--- config.mk ---
export PLATFORM = sky130hd
export DESIGN_NAME = cacheline_burst_adapter
export DESIGN_NICKNAME = d
export VERILOG_FILES = /design/src/rtl/cacheline_burst_adapter.sv
export SDC_FILE = /design/constraint.sdc
export NUM_CORES = 1
export LEC_CHECK = 0
export CAP_MARGIN = 20
export CELL_PAD_IN_SITES_DETAIL_PLACEMENT = 1
export CELL_PAD_IN_SITES_GLOBAL_PLACEMENT = 1
export CORE_AREA = 2 2 277 279
export CTS_CLUSTER_DIAMETER = 50
export CTS_CLUSTER_SIZE = 12
export DETAILED_ROUTE_END_ITERATION = 10
export DIE_AREA = 0 0 279 281
export DONT_BUFFER_PORTS = 1
export GPL_ROUTABILITY_DRIVEN = 0
export HOLD_SLACK_MARGIN = 0.08
export PLACE_DENSITY_LB_ADDON = 0.1
export RECOVER_POWER = 50
export SLEW_MARGIN = 20
export SYNTH_ARGS = -nofsm -noshare
export SYNTH_HDL_FRONTEND = slang
export SYNTH_SLANG_ARGS = --single-unit
--- constraint.sdc ---
create_clock -name clk -period 2.4 [get_ports clk]
set_input_delay 0.48 -clock clk [delete_from_list [all_inputs] [get_ports clk]]
set_output_delay 0.48 -clock clk [all_outputs]
set_load 0.005 [all_outputs]
--- src/rtl/cacheline_burst_adapter.sv ---
// Splits one cacheline read/write from the cache arbiter into a BURST_LEN-beat burst on pmem.
// Optional BURST_TIMEOUT_EN adds a per-beat wait watchdog that flags err and ends the burst.
module cacheline_burst_adapter #(
  parameter int BURST_LEN      = 4,
  parameter int BEAT_W         = 64,
  parameter int TIMEOUT_CYCLES = 1024
) (
  input  logic                        clk,
  input  logic                        rst,
  input  logic                        line_read,
  input  logic                        line_write,
  input  logic [31:0]                 line_address,
  input  logic [BURST_LEN*BEAT_W-1:0] line_wdata,
  output logic                        line_resp,
  output logic [BURST_LEN*BEAT_W-1:0] line_rdata,
  output logic                        pmem_read,
  output logic                        pmem_write,
  output logic [31:0]                 pmem_address,
  output logic [BEAT_W-1:0]           pmem_wdata,
  input  logic [BEAT_W-1:0]           pmem_rdata,
  input  logic                        pmem_resp,
  output logic                        err
);

  localparam int LINE_W = BURST_LEN * BEAT_W;
  localparam int CNT_W  = $clog2(BURST_LEN);

  typedef enum logic [1:0] {IDLE, READ, WRITE, DONE} state_e;

  state_e            state_q, state_d;
  logic [CNT_W-1:0]  beat_cnt_q, beat_cnt_d;
  logic [LINE_W-1:0] rbuf_q, rbuf_d;
  logic [LINE_W-1:0] wbuf_q, wbuf_d;
  logic [26:0]       addr_q, addr_d;
  logic              last_beat;
  logic              timeout;

  // Offset bits are not part of the line address.
  logic unused_offset;
  assign unused_offset = ^line_address[4:0];

  assign last_beat = (beat_cnt_q == CNT_W'(BURST_LEN - 1));

`ifdef BURST_TIMEOUT_EN
  localparam int WAIT_W = $clog2(TIMEOUT_CYCLES + 1);

  logic [WAIT_W-1:0] wait_cnt_q, wait_cnt_d;
  logic              err_q, err_d;

  // Counter idles at zero, so entering READ/WRITE starts it from a clean value.
  always_comb begin
    wait_cnt_d = '0;
    err_d      = err_q;
    timeout    = 1'b0;
    if ((state_q == READ || state_q == WRITE) && !pmem_resp) begin
      wait_cnt_d = wait_cnt_q + 1'b1;
      if (wait_cnt_d == WAIT_W'(TIMEOUT_CYCLES)) begin
        timeout = 1'b1;
        err_d   = 1'b1;
      end
    end
  end

  always_ff @(posedge clk) begin
    if (rst) begin
      wait_cnt_q <= '0;
      err_q      <= 1'b0;
    end else begin
      wait_cnt_q <= wait_cnt_d;
      err_q      <= err_d;
    end
  end

  assign err = err_q;
`else
  assign timeout = 1'b0;
  assign err     = 1'b0;
`endif

  // NOTE: every *_d gets its hold value first, so no path through this block infers a latch.
  always_comb begin
    state_d    = state_q;
    beat_cnt_d = beat_cnt_q;
    rbuf_d     = rbuf_q;
    wbuf_d     = wbuf_q;
    addr_d     = addr_q;

    unique case (state_q)
      IDLE: begin
        if (line_write) begin
          addr_d     = line_address[31:5];
          wbuf_d     = line_wdata;
          beat_cnt_d = '0;
          state_d    = WRITE;
        end else if (line_read) begin
          addr_d     = line_address[31:5];
          beat_cnt_d = '0;
          state_d    = READ;
        end
      end
      READ: begin
        if (pmem_resp) begin
          rbuf_d[beat_cnt_q*BEAT_W +: BEAT_W] = pmem_rdata;
          beat_cnt_d = beat_cnt_q + 1'b1;
          if (last_beat) begin
            beat_cnt_d = '0;
            state_d    = DONE;
          end
        end else if (timeout) begin
          beat_cnt_d = '0;
          state_d    = DONE;
        end
      end
      WRITE: begin
        if (pmem_resp) begin
          beat_cnt_d = beat_cnt_q + 1'b1;
          if (last_beat) begin
            beat_cnt_d = '0;
            state_d    = DONE;
          end
        end else if (timeout) begin
          beat_cnt_d = '0;
          state_d    = DONE;
        end
      end
      DONE: begin
        state_d = IDLE;
      end
      default: state_d = IDLE;
    endcase
  end

  // pmem_* stay at zero outside an active burst.
  always_comb begin
    line_resp    = (state_q == DONE);
    line_rdata   = rbuf_q;
    pmem_read    = (state_q == READ);
    pmem_write   = (state_q == WRITE);
    pmem_address = '0;
    pmem_wdata   = '0;
    if (state_q == READ || state_q == WRITE) begin
      pmem_address = {addr_q, 5'b0};
    end
    if (state_q == WRITE) begin
      pmem_wdata = wbuf_q[beat_cnt_q*BEAT_W +: BEAT_W];
    end
  end

  // NOTE: both line buffers are reset too, because line_rdata must read zero after rst.
  always_ff @(posedge clk) begin
    if (rst) begin
      state_q    <= IDLE;
      beat_cnt_q <= '0;
      rbuf_q     <= '0;
      wbuf_q     <= '0;
      addr_q     <= '0;
    end else begin
      // NOTE: non-blocking here so every flop samples pre-edge values regardless of order.
      state_q    <= state_d;
      beat_cnt_q <= beat_cnt_d;
      rbuf_q     <= rbuf_d;
      wbuf_q     <= wbuf_d;
      addr_q     <= addr_d;
    end
  end

endmodule

# Yosys cells after proc, flatten, opt, wreduce, memory -nomap -nowiden
# Index checks and enable logic that the tools add are counted.
[totals]
reg_bits = 543
latch_bits = 0
mem_bits_rw = 0
mem_bits_ro = 0
elab_cells = 42
n_memories = 0
[classes]
add_sub_neg = 2
multipliers = 0
n_div = 0
magnitude_cmp = 0
eq_ne = 7
shifts = 3
muxes = 15
bitwise_logic = 0
n_reduce_logical = 10
[ops]
columns = ["cell", "count"]
rows = [
  ["256-bit bitwise mux", 1],
  ["64-bit by 34-bit variable shift with 256-bit output (first input constant)", 1],
  ["256-bit by 9-bit indexed part select with 64-bit output", 1],
  ["64-bit by 34-bit indexed part select with 256-bit output", 1],
  ["64-bit 2-to-1 mux", 1],
  ["27-bit 2-to-1 mux", 2],
  ["8-bit negator with 34-bit output", 1],
  ["32-bit 2-to-1 mux", 1],
  ["2-bit 2-to-1 mux", 8],
  ["2-bit == test (second input constant)", 3],
  ["2-bit case mux with 3 select lines", 1],
  ["2-bit AND reduction", 3],
  ["3-bit AND reduction", 2],
  ["2-bit by 1-bit != test with 1-bit output (second input constant)", 2],
  ["2-bit case mux with 2 select lines", 1],
  ["2-bit nonzero test", 2],
  ["3-bit != test (second input constant)", 1],
  ["2-bit by 1-bit adder with 2-bit output (second input constant)", 1],
  ["2-bit by 1-bit == test with 1-bit output (second input constant)", 1],
  ["2-bit zero test", 1],
  ["2-bit OR reduction", 1],
  ["1-bit logical OR", 1],
]

# Longest topological paths before layout
# Gate-level depths: netlist of the first run.
[depth]
ltp_word = 4
depth_mapped = 10
ltp_nobuf = 5

# Worst setup path after synthesis of the first run
# OpenSTA, ideal clock, no wires.
[synth_path]
kind = "reg-to-reg"
start = "reg beat_cnt_q[1]"
end = "reg rbuf_q[4], in the netlist line_rdata[4]"
setup_time_ns = 0.060
t_arrival_ns = 2.472
slack_ns = -0.131
path_stages_with_launch = 9
n_path_buf = 3
synth_period_minus_slack_ns = 2.531
path_cell_list = "dfxtp_1 > buf_2 > buf_1 > inv_1 > ha_1 > or2_1 > nor4_4 > buf_6 > a32o_2"
[synth_via]
elab_chain_cells = 3
elab_cells_between_ends = 4
[synth_rtl]
columns = ["element", "line_no", "text"]
rows = [
  ["from (decl)", "31", "logic [CNT_W-1:0] beat_cnt_q, beat_cnt_d;"],
  ["from (signal assigned)", "160", "beat_cnt_q <= beat_cnt_d;"],
  ["8-bit negator with 34-bit output (*)", "103", "rbuf_d[beat_cnt_q*BEAT_W +: BEAT_W] = pmem_rdata;"],
  ["64-bit by 34-bit indexed part select with 256-bit output or 64-bit by 34-bit variable shift with 256-bit output (tied branches)", "103", ""],
  ["256-bit bitwise mux (*)", "103", ""],
  ["to (signal assigned)", "161", "rbuf_q <= rbuf_d;"],
  ["to (decl)", "32", "logic [LINE_W-1:0] rbuf_q, rbuf_d;"],
]
# Every way passes the cells marked *; elsewhere a longest branch is shown, timed or not.
# A chain may end at the register's enable or synchronous reset.

# Worst setup path in the final report of the first run
[layout_path]
start = "reg beat_cnt_q[0]"
end = "out pmem_wdata[24]"
[layout_via]
elab_chain_cells = 2
[layout_rtl]
columns = ["element", "line_no", "text"]
rows = [
  ["256-bit by 9-bit indexed part select with 64-bit output", "145", "pmem_wdata = wbuf_q[beat_cnt_q*BEAT_W +: BEAT_W];"],
  ["64-bit 2-to-1 mux", "144", "if (state_q == WRITE) begin"],
  ["to (decl)", "19", "output logic [BEAT_W-1:0] pmem_wdata,"],
]
# Every way passes these cells.

==> impl_metrics.csv, run 1 <==
group,metric,value,unit
status,status,"complete, but fails checks",
status,violations,"max-slew violations, negative setup slack",
grt,gr-total-overflow,0,
grt,grt_pass1_wl,129000,um
place,post-place-ws,0.215,ns
pwr,ir_drop,508,uV
cts,clk_path_buf_depth,3,
flow_run,maxCapViolCount,0,
worst_hold_path,min_path_type,"input port to flop",
detailed_routing,drt_pass1_iterations,5,
detailed_routing,drc,0,
floorplan,start_util,27.9,%
layout,nFillCells,8465,
synthesis,netlist_top_cells_area,"dfxtp_1 52%, nand2_1 12%, a21oi_1 8.3%, mux4_2 6.8%, a32o_2 3.2%",
synthesis,synth_edf_count,0,
floorplan,die_area,78400,um2
place,io_buffers,0,
place,dp.cells,3144,
grt,grt_pass1_vias,20600,
layout,final_core_util,41.1,%
sta,post-route-period-util,106,%
setup_path,critical_path.cell_chain,"buf_12 -> buf_16 -> mux4_2 -> and2_4",
cts,clk_latency,0.63,ns
cts,cts.clk_slew.worst_paths,0.05,ns
pwr,p_per_area,952,nW/um2
grt,antenna_found_initial,6,
sta,worst_hold_slack,0.213,ns
sta,worst_slack,-0.138,ns
pwr,leakage,12.1,nW
setup_path,worst_setup_path_start_kind,"flop",
cts,cts_tree,"done",
cts,cts-buffers-inserted,75,
floorplan,top_level_ports,713,
setup_path,crit_path_max_fanout,6,
sta,drv_slew,200,
synthesis,ys_seq_area_share,51.6,%
detailed_routing,wl_met2,45300,um
detailed_routing,routedWlPerCell,22.5,um
detailed_routing,via_count,19300,
setup_path,path_delay_family,"multiplexers",
detailed_routing,highest_layer,"met5",
setup_path,cp.arrival,2.06,ns
synthesis,ys.flop_type,"dfxtp_1",
floorplan,row_count,101,
sta,skew,0.0276,ns
sta,tightest_slew,1.86,ns
layout,final_cell_mix,"699 x nand2_1, 583 x dlygate4sd3_1, 540 x dfxtp_1",
detailed_routing,viasPerCell,4.95,
synthesis,synth_top_area_cell,"dfxtp_1",
sta,max_freq,0.394,GHz
sta,finalSetupViolations,72,
setup_path,max_stage_delay,0.51,ns
layout,fin_cells,3894,
floorplan,coreArea,75400,um2
detailed_routing,routed-wl-met3,5890,um
sta,max-slew-margin-rel,-23.9,%
detailed_routing,ant_nets,0,
sta,fin_crit,2.54,ns
detailed_routing,wl,87600,um
synthesis,syn_inst,2332,
synthesis,ys_types,42,
floorplan,die_w,279,um
setup_path,critPathBufInv,2,
cts,clkSinkCount,543,
cts,root_buffer,"clkbuf_16",
layout,fin_nets,3220,
setup_path,required,1.92,ns
floorplan,die_h,281,um
layout,final_common_cell,"nand2_1",
cts,ctsHtreeMaxLevel,3,
synthesis,synth.ff_latch_count,543,
detailed_routing,wl_met1,33700,um
detailed_routing,drt_iter0_drc,783,
sta,rsz0062_at_grt,"true",
grt,grt_usage,21.3,%
layout,drive_gt1_share,13.7,%
synthesis,synth_area,21100,um2
layout,area_growth,47.2,%
synthesis,synth_warnings,0,
synthesis,postSynth.asyncResetShare,0,%
synthesis,synth_top_area_share,51.6,%
layout,seqCellArea,10900,um2
place,hpwlAfterDp,55200,um
setup_path,end_kind,"output port",
synthesis,synth.avg_cell_area,9.03,um2
layout,multi_input_area,9230,um2
setup_path,path_class,"flop to output port",
sta,final-hold-violation-count,0,
setup_path,cp_slowest_cell,"mux4_2",
grt,grt_max_degree,410,
[cell families (layout without fill, tap and decap cells)]
| family | Yosys count | count (layout) | synth area share (%) |
|---|---|---|---|
| and+or+nand+nor | 886 | 887 | 17.7 |
| AOI/OAI and AO/OA | 550 | 550 | 17.2 |
| adders and majority gates | 13 | 13 | 0.772 |
| other | 1 | 11 | 0.0178 |
| muxes | 66 | 66 | 6.94 |
| DFF | 543 | 543 | 51.6 |
| buffers and inverters | 273 | 846 | 5.80 |
[report_power, final]
part / switching (mW) / total, mW / internal [mW]
Combinational: 3.88 / 7.48 / 3.60
Clock: 4.65 / 11.5 / 6.86
Sequential: 0.578 / 10.5 / 9.94
[stage by stage]
| stage | power (mW) | setup TNS, ns | instance area, um2 |
|---|---|---|---|
| after floorplan | 14.3 | 0 | 21100 |
| after global placement | 15.8 | 0 | 22000 |
| after detailed placement | 16.0 | 0 | 22000 |
| after CTS | 29.6 | -9.76 | 30800 |
| after global routing | 31.0 | -26.77 | 31000 |
| final | 29.5 | -5.27 | 31000 |
[flip-flops by register name (all words and copies together) (netlist names)]
signal / flops
state_q: 2
line_rdata: 256
beat_cnt_q: 2
wbuf_q: 256
addr_q: 27
[worst reg2reg max path: stages (launching register included)]
cell	delay (ns)
dfxtp_1	0.36
inv_2	0.15
ha_4	0.21
and2_0	0.44
buf_4	0.23
buf_4	0.17
nand2_1	0.10
a21oi_1	0.13
dlygate4sd3_1	0.59
[synthesized netlist by cell type (2+ instances only)]
cell type	number
nor2_1	2
dfxtp_1	543
o31ai_1	2
buf_6	13
mux2i_1	2
a21oi_1	348
o21ai_0	13
a32o_2	60
mux4_2	64
inv_1	57
and2_1	92
a32o_1	5
buf_4	9
nand2_1	700
o32ai_1	52
a22o_1	63
clkbuf_1	129
buf_1	12
nand3_1	79
and3_1	2
ha_1	13
buf_2	51
o311ai_0	2
[metal layers]
metal  global-route usage (%)  up-vias
met2                     38.6      539
li1                         -     9066
met1                     23.6     9516
met5                        0        -
met4                     8.06        2
met3                     6.22      143
[cell type report]
type                    count  share of cell area, %
diodes                      5                 0.0404
clock buffers              95                   6.62
flip-flops and latches    543                   35.1
well taps                 978                   3.95
inverters                  58                  0.702
clock inverters            43                   1.82
multi-input cells        1522                   29.8
repair buffers            650                   22.0
[worst paths after layout]
kind	depth (start not counted)	endpoint	startpoint	slack (ns)
max	4	pmem_wdata[24]	beat_cnt_q[0]	-0.14
min	1	line_rdata[125]	rst	0.21
max reg2reg	8	wbuf_q[205]	state_q[0]	-0.02
min reg2reg	2	addr_q[3]	addr_q[3]	0.45
[what timing repair did]
action	in CTS	in global routing
setup buffers	4	12
hold buffers	583	1
pin swaps	0	3
setup endpoints to repair	91	207
cloned	4	3
endpoints found under the hold margin	540	71
gates resized for setup	72	15
Note: power is estimated with default switching activity, not from simulation.
==> run 2, diff against run 1 <==
--- a/config.mk
+++ b/config.mk
@@ -18,6 +18,7 @@
 export HOLD_SLACK_MARGIN = 0.08
 export PLACE_DENSITY_LB_ADDON = 0.1
 export RECOVER_POWER = 50
+export SETUP_SLACK_MARGIN = 0.15
 export SLEW_MARGIN = 20
 export SYNTH_ARGS = -nofsm -noshare
 export SYNTH_HDL_FRONTEND = slang
==> impl_metrics.csv, run 2 (synthesis gave the netlist of run 1 again) <==
group,metric,value,unit
sta,worst_hold_slack,-0.0329,ns
flow_run,maxCapViolCount,0,
setup_path,end_kind,"output port",
floorplan,die_h,281,um
sta,max-slew-margin-rel,48.1,%
pwr,leakage,12.3,nW
cts,cts-buffers-inserted,85,
sta,rsz0062_at_grt,"true",
grt,grt_max_degree,410,
detailed_routing,drt_iter0_drc,889,
floorplan,row_count,101,
layout,final_core_util,41.8,%
grt,grt_pass1_vias,20300,
setup_path,cp.arrival,2.08,ns
sta,fin_crit,2.56,ns
place,hpwlAfterDp,55900,um
status,violations,"negative hold slack, negative setup slack",
grt,gr-total-overflow,0,
layout,final_common_cell,"nand2_1",
setup_path,r2r_cells,7,
cts,cts.clk_slew.worst_paths,0.06,ns
grt,grt_pass1_wl,128000,um
detailed_routing,ant_nets,0,
status,status,"complete, but fails checks",
pwr,ir_drop,604,uV
detailed_routing,wl,91800,um
detailed_routing,routedWlPerCell,23.4,um
layout,area_growth,49.8,%
sta,tightest_slew,0.779,ns
detailed_routing,via_count,19500,
floorplan,coreArea,75400,um2
layout,fin_nets,3228,
layout,stdcell_area,31600,um2
place,placed_area,22100,um2
cts,clkSinkCount,543,
detailed_routing,drt_pass1_iterations,5,
setup_path,worst_setup_path_start_kind,"flop",
layout,final_cell_mix,"699 x nand2_1, 561 x dlygate4sd3_1, 541 x dfxtp_1",
worst_hold_path,whs_path_depth,1,
layout,seqCellArea,10900,um2
worst_hold_path,min_path_type,"input port to flop",
grt,antenna_found_initial,12,
layout,nFillCells,8474,
pwr,p_per_area,991,nW/um2
place,io_buffers,0,
sta,finalSetupViolations,114,
cts,clk_latency,0.65,ns
floorplan,start_util,27.9,%
floorplan,top_level_ports,713,
cts,ctsHtreeMaxLevel,3,
cts,cts_tree,"done",
cts,clk_path_buf_depth,3,
floorplan,die_w,279,um
detailed_routing,drc,0,
setup_path,crit_path_max_fanout,8,
sta,drv_slew,0,
sta,post-route-period-util,107,%
setup_path,path_class,"flop to output port",
grt,grt_usage,21.2,%
detailed_routing,viasPerCell,4.98,
layout,drive_gt1_share,15.0,%
layout,multi_input_area,9270,um2
sta,final-hold-violation-count,15,
sta,worst_slack,-0.161,ns
sta,max_freq,0.390,GHz
sta,skew,0.0360,ns
setup_path,required,1.92,ns
floorplan,die_area,78400,um2
cts,root_buffer,"clkbuf_16",
-- run 2: routing by layer --
metal  vias up  wire length (um)  track usage, %
li1       9100                 -               -
met1      9603             34800            23.3
met2       599             47500            38.2
met3       198              5850            6.10
met4         0              3700            8.33
met5         -                 0               0
-- run 2: power breakdown --
group / internal [mW] / total [mW] / switching (mW)
combinational: 3.73 / 7.76 / 4.03
sequential: 9.94 / 10.5 / 0.572
clock: 8.10 / 13.0 / 4.91
-- run 2: repair_timing --
item | CTS | global route
gates resized for setup | 44 | 63
pin swaps | 16 | 36
endpoints found under the setup margin | 91 | 400
buffers inserted | 5 | 10
gates cloned | 3 | 18
hold endpoints to repair | 540 | 192
hold buffers | 492 | 69
-- run 2: final cells by class --
class / count / area share [%]
antenna: 12 / 0.0951
clock buffer: 102 / 7.33
clock inverter: 54 / 2.30
inverter: 58 / 0.698
multi-input combinational: 1523 / 29.4
sequential: 543 / 34.5
tap: 978 / 3.88
timing repair buffer: 647 / 21.9
-- run 2: worst paths after layout --
path                     end  slack, ns     startpoint
max           pmem_wdata[22]      -0.16  beat_cnt_q[0]
min          line_rdata[130]      -0.03            rst
max reg2reg       wbuf_q[49]      -0.07     state_q[0]
min reg2reg      wbuf_q[114]       0.46    wbuf_q[114]
-- run 2: worst max-delay path, cell delays in order (launching register included) --
cell and delay, ns:
dfxtp_4 0.44, buf_12 0.14, buf_12 0.15, mux4_2 0.55
and2_4 0.17
-- run 2: through the flow --
step | setup slack, ns | total power [mW] | TNS, ns | instances | hold slack [ns]
floorplan | 0.157 | 14.3 | 0 | 2337 | 0.432
global placement | 0.261 | 16.0 | 0 | 3152 | 0.438
detailed placement | 0.219 | 16.2 | 0 | 3152 | 0.444
CTS | -0.219 | 30.9 | -9.79 | 3808 | -0.0723
global route | -0.246 | 32.8 | -29.71 | 3916 | -0.0794
finish | -0.161 | 31.3 | -7.69 | 3917 | -0.0329
